### src/rtl/fetch_stage_pkg.sv
// Shared pipeline definitions: fetch FSM encoding, bubble instruction,
// reset PC and the sequential-PC helper used by the fetch stage.
package fetch_stage_pkg;

  // addi x0,x0,0 -- the bubble decode sees whenever IF/ID holds nothing real
  localparam logic [31:0] PIPE_NOP_INSTR = 32'h0000_0013;
  localparam logic [31:0] PIPE_RESET_PC  = 32'h0000_0000;

  typedef enum logic [1:0] {
    S_REQ  = 2'd0,  // request presented, waiting for grant
    S_WAIT = 2'd1,  // request accepted, waiting for response data
    S_HOLD = 2'd2   // response captured, decode not ready to take it
  } fetch_state_e;

  // Sequential next PC; wraps modulo 2^32
  function automatic logic [31:0] pc_inc(input logic [31:0] pc);
    return pc + 32'd4;
  endfunction

endpackage

### src/rtl/fetch_stage_ifid.sv
// IF/ID pipeline register. Priority: reset, flush (bubble), load of a real
// instruction, plain write (bubble), otherwise hold.
module ifid_reg
  import fetch_stage_pkg::*;
#(
  parameter logic [31:0] NOP_INSTR = PIPE_NOP_INSTR
) (
  input  logic        clk,
  input  logic        reset,
  input  logic        write,
  input  logic        flush,
  input  logic        load,
  input  logic [31:0] pc,
  input  logic [31:0] instr,
  output logic [31:0] ifid_pc,
  output logic [31:0] ifid_instruction,
  output logic        ifid_valid
);

  // Update the IF/ID contents on each rising edge according to priority
  always_ff @(posedge clk) begin
    // NOTE: sequential state uses non-blocking assignments so every register
    // samples pre-edge values regardless of process evaluation order.
    if (reset) begin
      ifid_pc          <= '0;
      ifid_instruction <= NOP_INSTR;
      ifid_valid       <= 1'b0;
    end else if (flush) begin
      ifid_pc          <= pc;
      ifid_instruction <= NOP_INSTR;
      ifid_valid       <= 1'b0;
    end else if (load) begin
      ifid_pc          <= pc;
      ifid_instruction <= instr;
      ifid_valid       <= 1'b1;
    end else if (write) begin
      ifid_pc          <= pc;
      ifid_instruction <= NOP_INSTR;
      ifid_valid       <= 1'b0;
    end
  end

endmodule

### src/rtl/fetch_stage.sv
// Instruction fetch stage: PC register, single-outstanding request FSM
// towards instruction memory, and the IF/ID register feeding decode.
module fetch_stage
  import fetch_stage_pkg::*;
#(
  parameter logic [31:0] RESET_PC  = PIPE_RESET_PC,
  parameter logic [31:0] NOP_INSTR = PIPE_NOP_INSTR
) (
  input  logic        clk,
  input  logic        reset,
  input  logic        PCWrite,
  input  logic        IFIDWrite,
  input  logic        IF_flush,
  input  logic        branch_taken,
  input  logic [31:0] branchPC,
  output logic        imem_req,
  output logic [31:0] imem_addr,
  input  logic        imem_gnt,
  input  logic        imem_rvalid,
  input  logic [31:0] imem_rdata,
  output logic [31:0] IFID_PC,
  output logic [31:0] IFID_instruction,
  output logic        IFID_valid,
  output logic        fetch_busy
);

  fetch_state_e state, state_next;
  logic [31:0]  pc, pc_next;
  logic [31:0]  hold, hold_next;
  logic         kill, kill_next;
  logic         load;
  logic [31:0]  load_data;
  logic         deliver_ok;

  // Decode can take an instruction only when not stalled and not redirecting
  assign deliver_ok = IFIDWrite && PCWrite && !IF_flush && !branch_taken;

  // Request is withheld while reset is high so the first one follows release
  assign imem_req   = (state == S_REQ) && !reset;
  assign imem_addr  = pc;
  assign fetch_busy = (state != S_REQ);

  // State, PC, kill flag and hold register
  always_ff @(posedge clk) begin
    if (reset) begin
      state <= S_REQ;
      pc    <= RESET_PC;
      hold  <= '0;
      kill  <= 1'b0;
    end else begin
      state <= state_next;
      pc    <= pc_next;
      hold  <= hold_next;
      kill  <= kill_next;
    end
  end

  // Next-state, PC redirect/advance and IF/ID load decision
  always_comb begin
    // NOTE: every variable gets a default first so no path leaves it
    // unassigned, which would otherwise infer a latch.
    state_next = state;
    pc_next    = pc;
    hold_next  = hold;
    kill_next  = kill;
    load       = 1'b0;
    load_data  = imem_rdata;

    case (state)
      S_REQ: begin
        if (imem_gnt) begin
          state_next = S_WAIT;
          // a redirect on the grant edge makes the accepted request stale
          kill_next  = branch_taken;
        end
      end
      S_WAIT: begin
        if (imem_rvalid) begin
          kill_next = 1'b0;
          if (kill || branch_taken) begin
            state_next = S_REQ;
          end else if (deliver_ok) begin
            load       = 1'b1;
            state_next = S_REQ;
          end else begin
            hold_next  = imem_rdata;
            state_next = S_HOLD;
          end
        end else if (branch_taken) begin
          kill_next = 1'b1;
        end
      end
      S_HOLD: begin
        load_data = hold;
        if (branch_taken) begin
          state_next = S_REQ;
        end else if (deliver_ok) begin
          load       = 1'b1;
          state_next = S_REQ;
        end
      end
      default: state_next = S_REQ;
    endcase

    if (branch_taken) begin
      pc_next = branchPC;
    end else if (load) begin
      pc_next = pc_inc(pc);
    end
  end

  ifid_reg #(
    .NOP_INSTR(NOP_INSTR)
  ) u_ifid (
    .clk              (clk),
    .reset            (reset),
    .write            (IFIDWrite),
    .flush            (IF_flush),
    .load             (load),
    .pc               (pc),
    .instr            (load_data),
    .ifid_pc          (IFID_PC),
    .ifid_instruction (IFID_instruction),
    .ifid_valid       (IFID_valid)
  );

endmodule
### config.mk
export PLATFORM = sky130hd
export DESIGN_NAME = fetch_stage
export DESIGN_NICKNAME = d
export VERILOG_FILES = /design/src/rtl/fetch_stage_pkg.sv /design/src/rtl/fetch_stage_ifid.sv /design/src/rtl/fetch_stage.sv
export SDC_FILE = /design/constraint.sdc
export NUM_CORES = 1
export LEC_CHECK = 0
export CAP_MARGIN = 20
export CORE_UTILIZATION = 50
export DETAILED_ROUTE_END_ITERATION = 7
export PLACE_DENSITY = 0.87
export SLEW_MARGIN = 20
export SYNTH_ARGS = -nofsm -noshare
export SYNTH_HDL_FRONTEND = slang
export SYNTH_SLANG_ARGS = --single-unit
### constraint.sdc
create_clock -name clk -period 3.6 [get_ports clk]
set_clock_uncertainty 0.1 [all_clocks]
set_input_delay 0.72 -clock clk [delete_from_list [all_inputs] [get_ports clk]]
set_output_delay 0.72 -clock clk [all_outputs]
set_load 0.005 [all_outputs]
# --- Word level (Yosys, flattened, before mapping) ---
# Cells that the tools add are included.
totals:
  ff_bits: 132
  inputBits: 72
  output_inout_bits: 99
  word_cells: 60
op_classes:
  add_sub_neg: 1
  eq_ne: 6
  n_mux: 26
  n_bitwise: 2
  reduce_logical: 18
op_table:
  columns: ["operator", "count"]
  rows:
  - ["2-to-1 mux 32 bit", 8]
  - ["adder 32 x 3 -> 32 bit (second input constant)", 1]
  - ["2-to-1 mux 2 bit", 6]
  - ["2-to-1 mux 1 bit", 9]
  - ["nonzero test 2 bit", 4]
  - ["!= test 3 bit (second input constant)", 2]
  - ["case mux 2 bit (3 select lines)", 1]
  - ["AND reduction 3 bit", 2]
  - ["logical AND 1 bit", 4]
  - ["!= test 2 bit (second input constant)", 2]
  - ["case mux 1 bit (2 select lines)", 2]
  - ["AND reduction 4 bit", 1]
  - ["zero test 1 bit", 3]
  - ["nonzero test 3 bit", 1]
  - ["equality test 2 x 1 -> 1 bit (second input constant)", 1]
  - ["equality test 2 bit (second input constant)", 1]
  - ["zero test 2 bit", 1]
  - ["inverter 1 bit", 2]
  - ["OR reduction 2 bit", 1]
  - ["logical OR 1 bit", 1]

# --- Depth between registers and ports, before layout ---
logic_depth:
  depth_word: 9
  depth_mapped: 9
  mapped_depth_nobuf: 7

# --- Hierarchy ---
# From an unflattened synthesis, not the netlist that was laid out.
hier_totals:
  cells_unflattened: 759
  hier_area_um2: 6513.7
modules_own_cells:
  columns: ["module", "instances", "cells_each", "area_each_um2", "seq_area_each_um2"]
  rows:
  - ["fetch_stage", 1, 459, 3716.1, 1341.3]
  - ["ifid_reg", 1, 300, 2797.7, 1301.2]

# --- Least setup slack after synthesis ---
# Ideal clock, no wire load.
synth_timing:
  kind: "input to register"
  startpoint: "in IF_flush"
  endpoint: "reg pc[25] (netlist: imem_addr[25])"
  t_arrival_ps: 2157
  required_ps: 3405
  path_slack_ps: 1248
  path_stages: 5
  path_buffers: 1
  path_cell_list: "clkbuf_1 and4b_1 o211ai_1 or4_1 o311ai_1"
synth_between:
  elab_chain_len: 8
synth_lines:
  columns: ["element", "line_no", "source"]
  rows:
  - ["from (decl)", "fetch_stage.sv:13", "input logic IF_flush,"]
  - ["zero test 1 bit *", "fetch_stage.sv:36", "assign deliver_ok = IFIDWrite && PCWrite && !IF_flush && !branch_taken;"]
  - ["logical AND 1 bit * (2 in a row)", "fetch_stage.sv:36", null]
  - ["2-to-1 mux 1 bit *", "fetch_stage.sv:82, fetch_stage.sv:97", null]
  - ["2-to-1 mux 1 bit", "fetch_stage.sv:80", "if (kill || branch_taken) begin"]
  - ["2-to-1 mux 1 bit", "fetch_stage.sv:78", "if (imem_rvalid) begin"]
  - ["case mux 1 bit (2 select lines) *", "fetch_stage.sv:69", "case (state)"]
  - ["nonzero test 2 bit (no line) *", null, null]
  - ["to (signal assigned)", "fetch_stage.sv:52", "pc <= pc_next;"]
  - ["to (decl)", "fetch_stage.sv:28", "logic [31:0] pc, pc_next;"]
# Mark *: on every way between the ends. The rest lies on a longest branch, timed or not.
# A chain may end at the register's enable or synchronous reset.

# --- Worst setup path after layout ---
layout_timing:
  startpoint: "in imem_rvalid"
  endpoint: "reg pc[14] (netlist: imem_addr[14])"
layout_between:
  elab_chain_len: 3
layout_lines:
  columns: ["element", "line_no", "source"]
  rows:
  - ["from (decl)", "fetch_stage.sv:19", "input logic imem_rvalid,"]
  - ["2-to-1 mux 1 bit", "fetch_stage.sv:78", null]
  - ["case mux 1 bit (2 select lines)", "fetch_stage.sv:69", null]
  - ["nonzero test 2 bit (no line)", null, null]
# No other way between the ends.

==> impl_metrics.ini <==
[placed_design]
place_congestion = 0.762
port_buffers = 170
dp_hpwl_um = 10700
place_area_um2 = 7440

[outcome]
status = complete, no violations

[clock_tree]
cts_setup_buffers = 0
numCtsBuffers = 17
cts_num_sinks = 132
cts_tree = built
clock_path_buffers = 2
root_buffer = clkbuf_16
postCtsResizedCells = 0
clk_latency_ps = 410
path_clk_slew_ps = 50
htreeDepth = 4
cts_hold_buf = 0

[detailed_routing]
met1_length_um = 6580
drt_wl_total_um = 16100
highest_layer = met4
dr_wl_met3_um = 1270
drc = 0
drt_iter0_markers = 346
wl_per_cell_um = 16.0
dr.pass1.iters = 5
ant_nets = 0
met2RoutedLength_um = 8100
viasPerCell = 5.58
num_vias = 5605

[sta]
worstMarginPinSlew_ps = 1000
maxSlewViolCount = 0
finalHoldViolCount = 0
rsz0062_at_grt = no
tns_ps = 0
fmax_ghz = 0.375
hold-worst-slack_ps = 351
setup_viol = 0
relSlewSlack_pct = 32.9
period_needed_ps = 2670
fin_crit_sh_pct = 74.1

[cells_and_area]
stdcell_area_um2 = 7940
drive_above_1_share_pct = 5.79
nFillCells = 825
multi_input_comb_area_um2 = 2800
regArea_um2 = 2640
nets = 931
syn_to_final_growth_pct = 39.6
antenna_cells = 0

[yosys]
synth_cell_types = 40
synth_ff_type = dfxtp_1
async_flop_share_pct = 0
synth_xor_area_share_pct = 2.92
synth_edf_count = 0
yosys.area_share.simple_pct = 23.9
syn_inst = 708
synth_nets = 785
synth-compound-area-share_pct = 14.8
synth_top_family_by_area = simple AND/OR/NAND/NOR gates
yosys_warnings = 0
synthMuxAreaShare_pct = 6.40
yosysSeqAreaShare_pct = 46.4
syn_area_um2 = 5690
synth_fa_ha_area_share_pct = 1.10
syn_avg_cell_area_um2 = 8.04
ys_ff_latch = 132

[setup_path]
crit_fanout = 15
reg2reg_from = imem_addr[2]
r2r_setup_slack_ps = 1050
worstPathRequired_ps = 3820
worstSetupStartpointType = primary input
r2r_end = imem_addr[30]
cp.arrival_ps = 2880
rr_worst_depth = 6
cp-end-kind = register
path_class = primary input to register

[global_route]
globalRouteTotalUtil_pct = 27.9
grt_pass1_wl_um = 25700
grt_overflow_total = 0
antenna_found_initial = 0
grt_pass1_vias = 5351
grt_max_degree = 71

[power_and_ir_drop]
p_total_mw = 3.50
power.leakage_nw = 2.67
max-vdd-ir-drop_mv = 0.274
powerDensity_nw_per_um2 = 441

[hold_path]
min-delay-path-class = register to register
holdPathEnd = u_ifid.ifid_pc[25]
min_path_cells = 2
hp-start = u_ifid.ifid_pc[25]

[floorplanning]
pin_count = 171
initial_core_util_pct = 51.8
dieArea_um2 = 11800
die_y_um = 109
die_x_um = 109
core_area_um2 = 11000
rows = 38

[run]
cap_violations = 0
-- kinds of logic after synthesis --
kind of cell,after synthesis
adder cells (fa/ha/maj),5
AO/OA/AOI/OAI,148
buffers and inverters,65
flip-flops,132
XOR/XNOR,19
multiplexers,36
AND/OR/NAND/NOR,303
-- cells in the mapped netlist, types with 3 or more instances --
cell / n / area (µm²)
dfxtp_1: 132 / 2640
o211ai_1: 7 / 52.6
nand3_1: 10 / 50.1
or3_1: 5 / 31.3
mux2_2: 3 / 33.8
a21oi_1: 102 / 510
nor3_1: 41 / 205
xnor2_1: 19 / 166
o22ai_1: 4 / 25.0
nand2_1: 152 / 571
o21ai_0: 6 / 30.0
a211oi_1: 18 / 135
a311oi_1: 3 / 26.3
nor2_1: 63 / 236
clkbuf_1: 51 / 191
a22oi_1: 3 / 22.5
inv_1: 11 / 41.3
nand4_1: 6 / 37.5
and4_1: 4 / 35.0
ha_1: 5 / 62.6
mux2i_1: 33 / 330
nor4_2: 6 / 75.1
-- worst max-delay path by stage --
| stage | startpoint | end | slack [ps] | cells past startpoint |
|---|---|---|---|---|
| final | imem_rvalid | imem_addr[14] | 930 | 7 |
| after global routing | imem_rvalid | imem_addr[14] | 790 | 7 |
| after CTS | state[0] | imem_req | 960 | 5 |
| after detailed placement | imem_rvalid | imem_addr[15] | 630 | 7 |
| after global placement | imem_rvalid | imem_addr[8] | 730 | 7 |
| after floorplan | IF_flush | imem_addr[25] | 1250 | 5 |
-- worst max-delay path, cell delays in order --
cell	delay (ps)
clkdlybuf4s50_1	500
and3b_1	240
o21ai_2	570
buf_4	330
nor3_1	110
xnor2_1	150
a211oi_1	250
-- layer usage --
| metal | global-route usage [%] | up-vias |
|---|---|---|
| met5 | 0 | - |
| met3 | 7.53 | 16 |
| met2 | 49.1 | 210 |
| li1 | - | 2719 |
| met1 | 32.6 | 2660 |
| met4 | 9.56 | 0 |
-- flip-flops by register name (all words and copies together), names as in the netlist --
register / count
state: 2
u_ifid.ifid_pc: 32
kill: 1
imem_addr: 32
u_ifid.ifid_valid: 1
u_ifid.ifid_instruction: 32
hold: 32
-- cell type report --
type / count / area share (%)
clock inverter: 6 / 0.410
tap: 140 / 2.21
sequential: 132 / 33.3
inverter: 11 / 0.520
timing repair buffer: 181 / 22.4
multi-input combinational: 511 / 35.3
clock buffer: 23 / 5.89
-- power by group --
group | total [mW] | switching [mW] | leakage, nW | internal [mW]
clock | 1.50 | 0.602 | 0.248 | 0.897
sequential | 1.58 | 0.0572 | 1.08 | 1.52
combinational | 0.428 | 0.202 | 1.34 | 0.226
total | 3.50 | 0.861 | 2.67 | 2.64
-- per-stage QoR --
step                util (%)  worst slack, ps  cells
floorplan                  -             1250    708
global placement        67.7              725    975
detailed placement      67.7              634    975
CTS                     72.3              956   1004
global route            72.3              794   1004
finish                  72.3              934   1004
-- cells in the final DEF (no fill, tap or decap), drive strengths merged, types with 6 or more instances in the layout --
cell type      Yosys  routed
mux2i             33      33
xnor2             19      19
dfxtp            132     132
o21ai              7       7
nand2            152     152
buf                3      12
inv               11      11
nand3             10      10
nor2              63      63
a21oi            102     102
clkdlybuf4s50      0     169
a211oi            18      18
nor4               8       8
o211ai             7       7
clkbuf            51      23
nor3              41      41
nand4              6       6
Note: power is estimated with default switching activity, not from simulation.
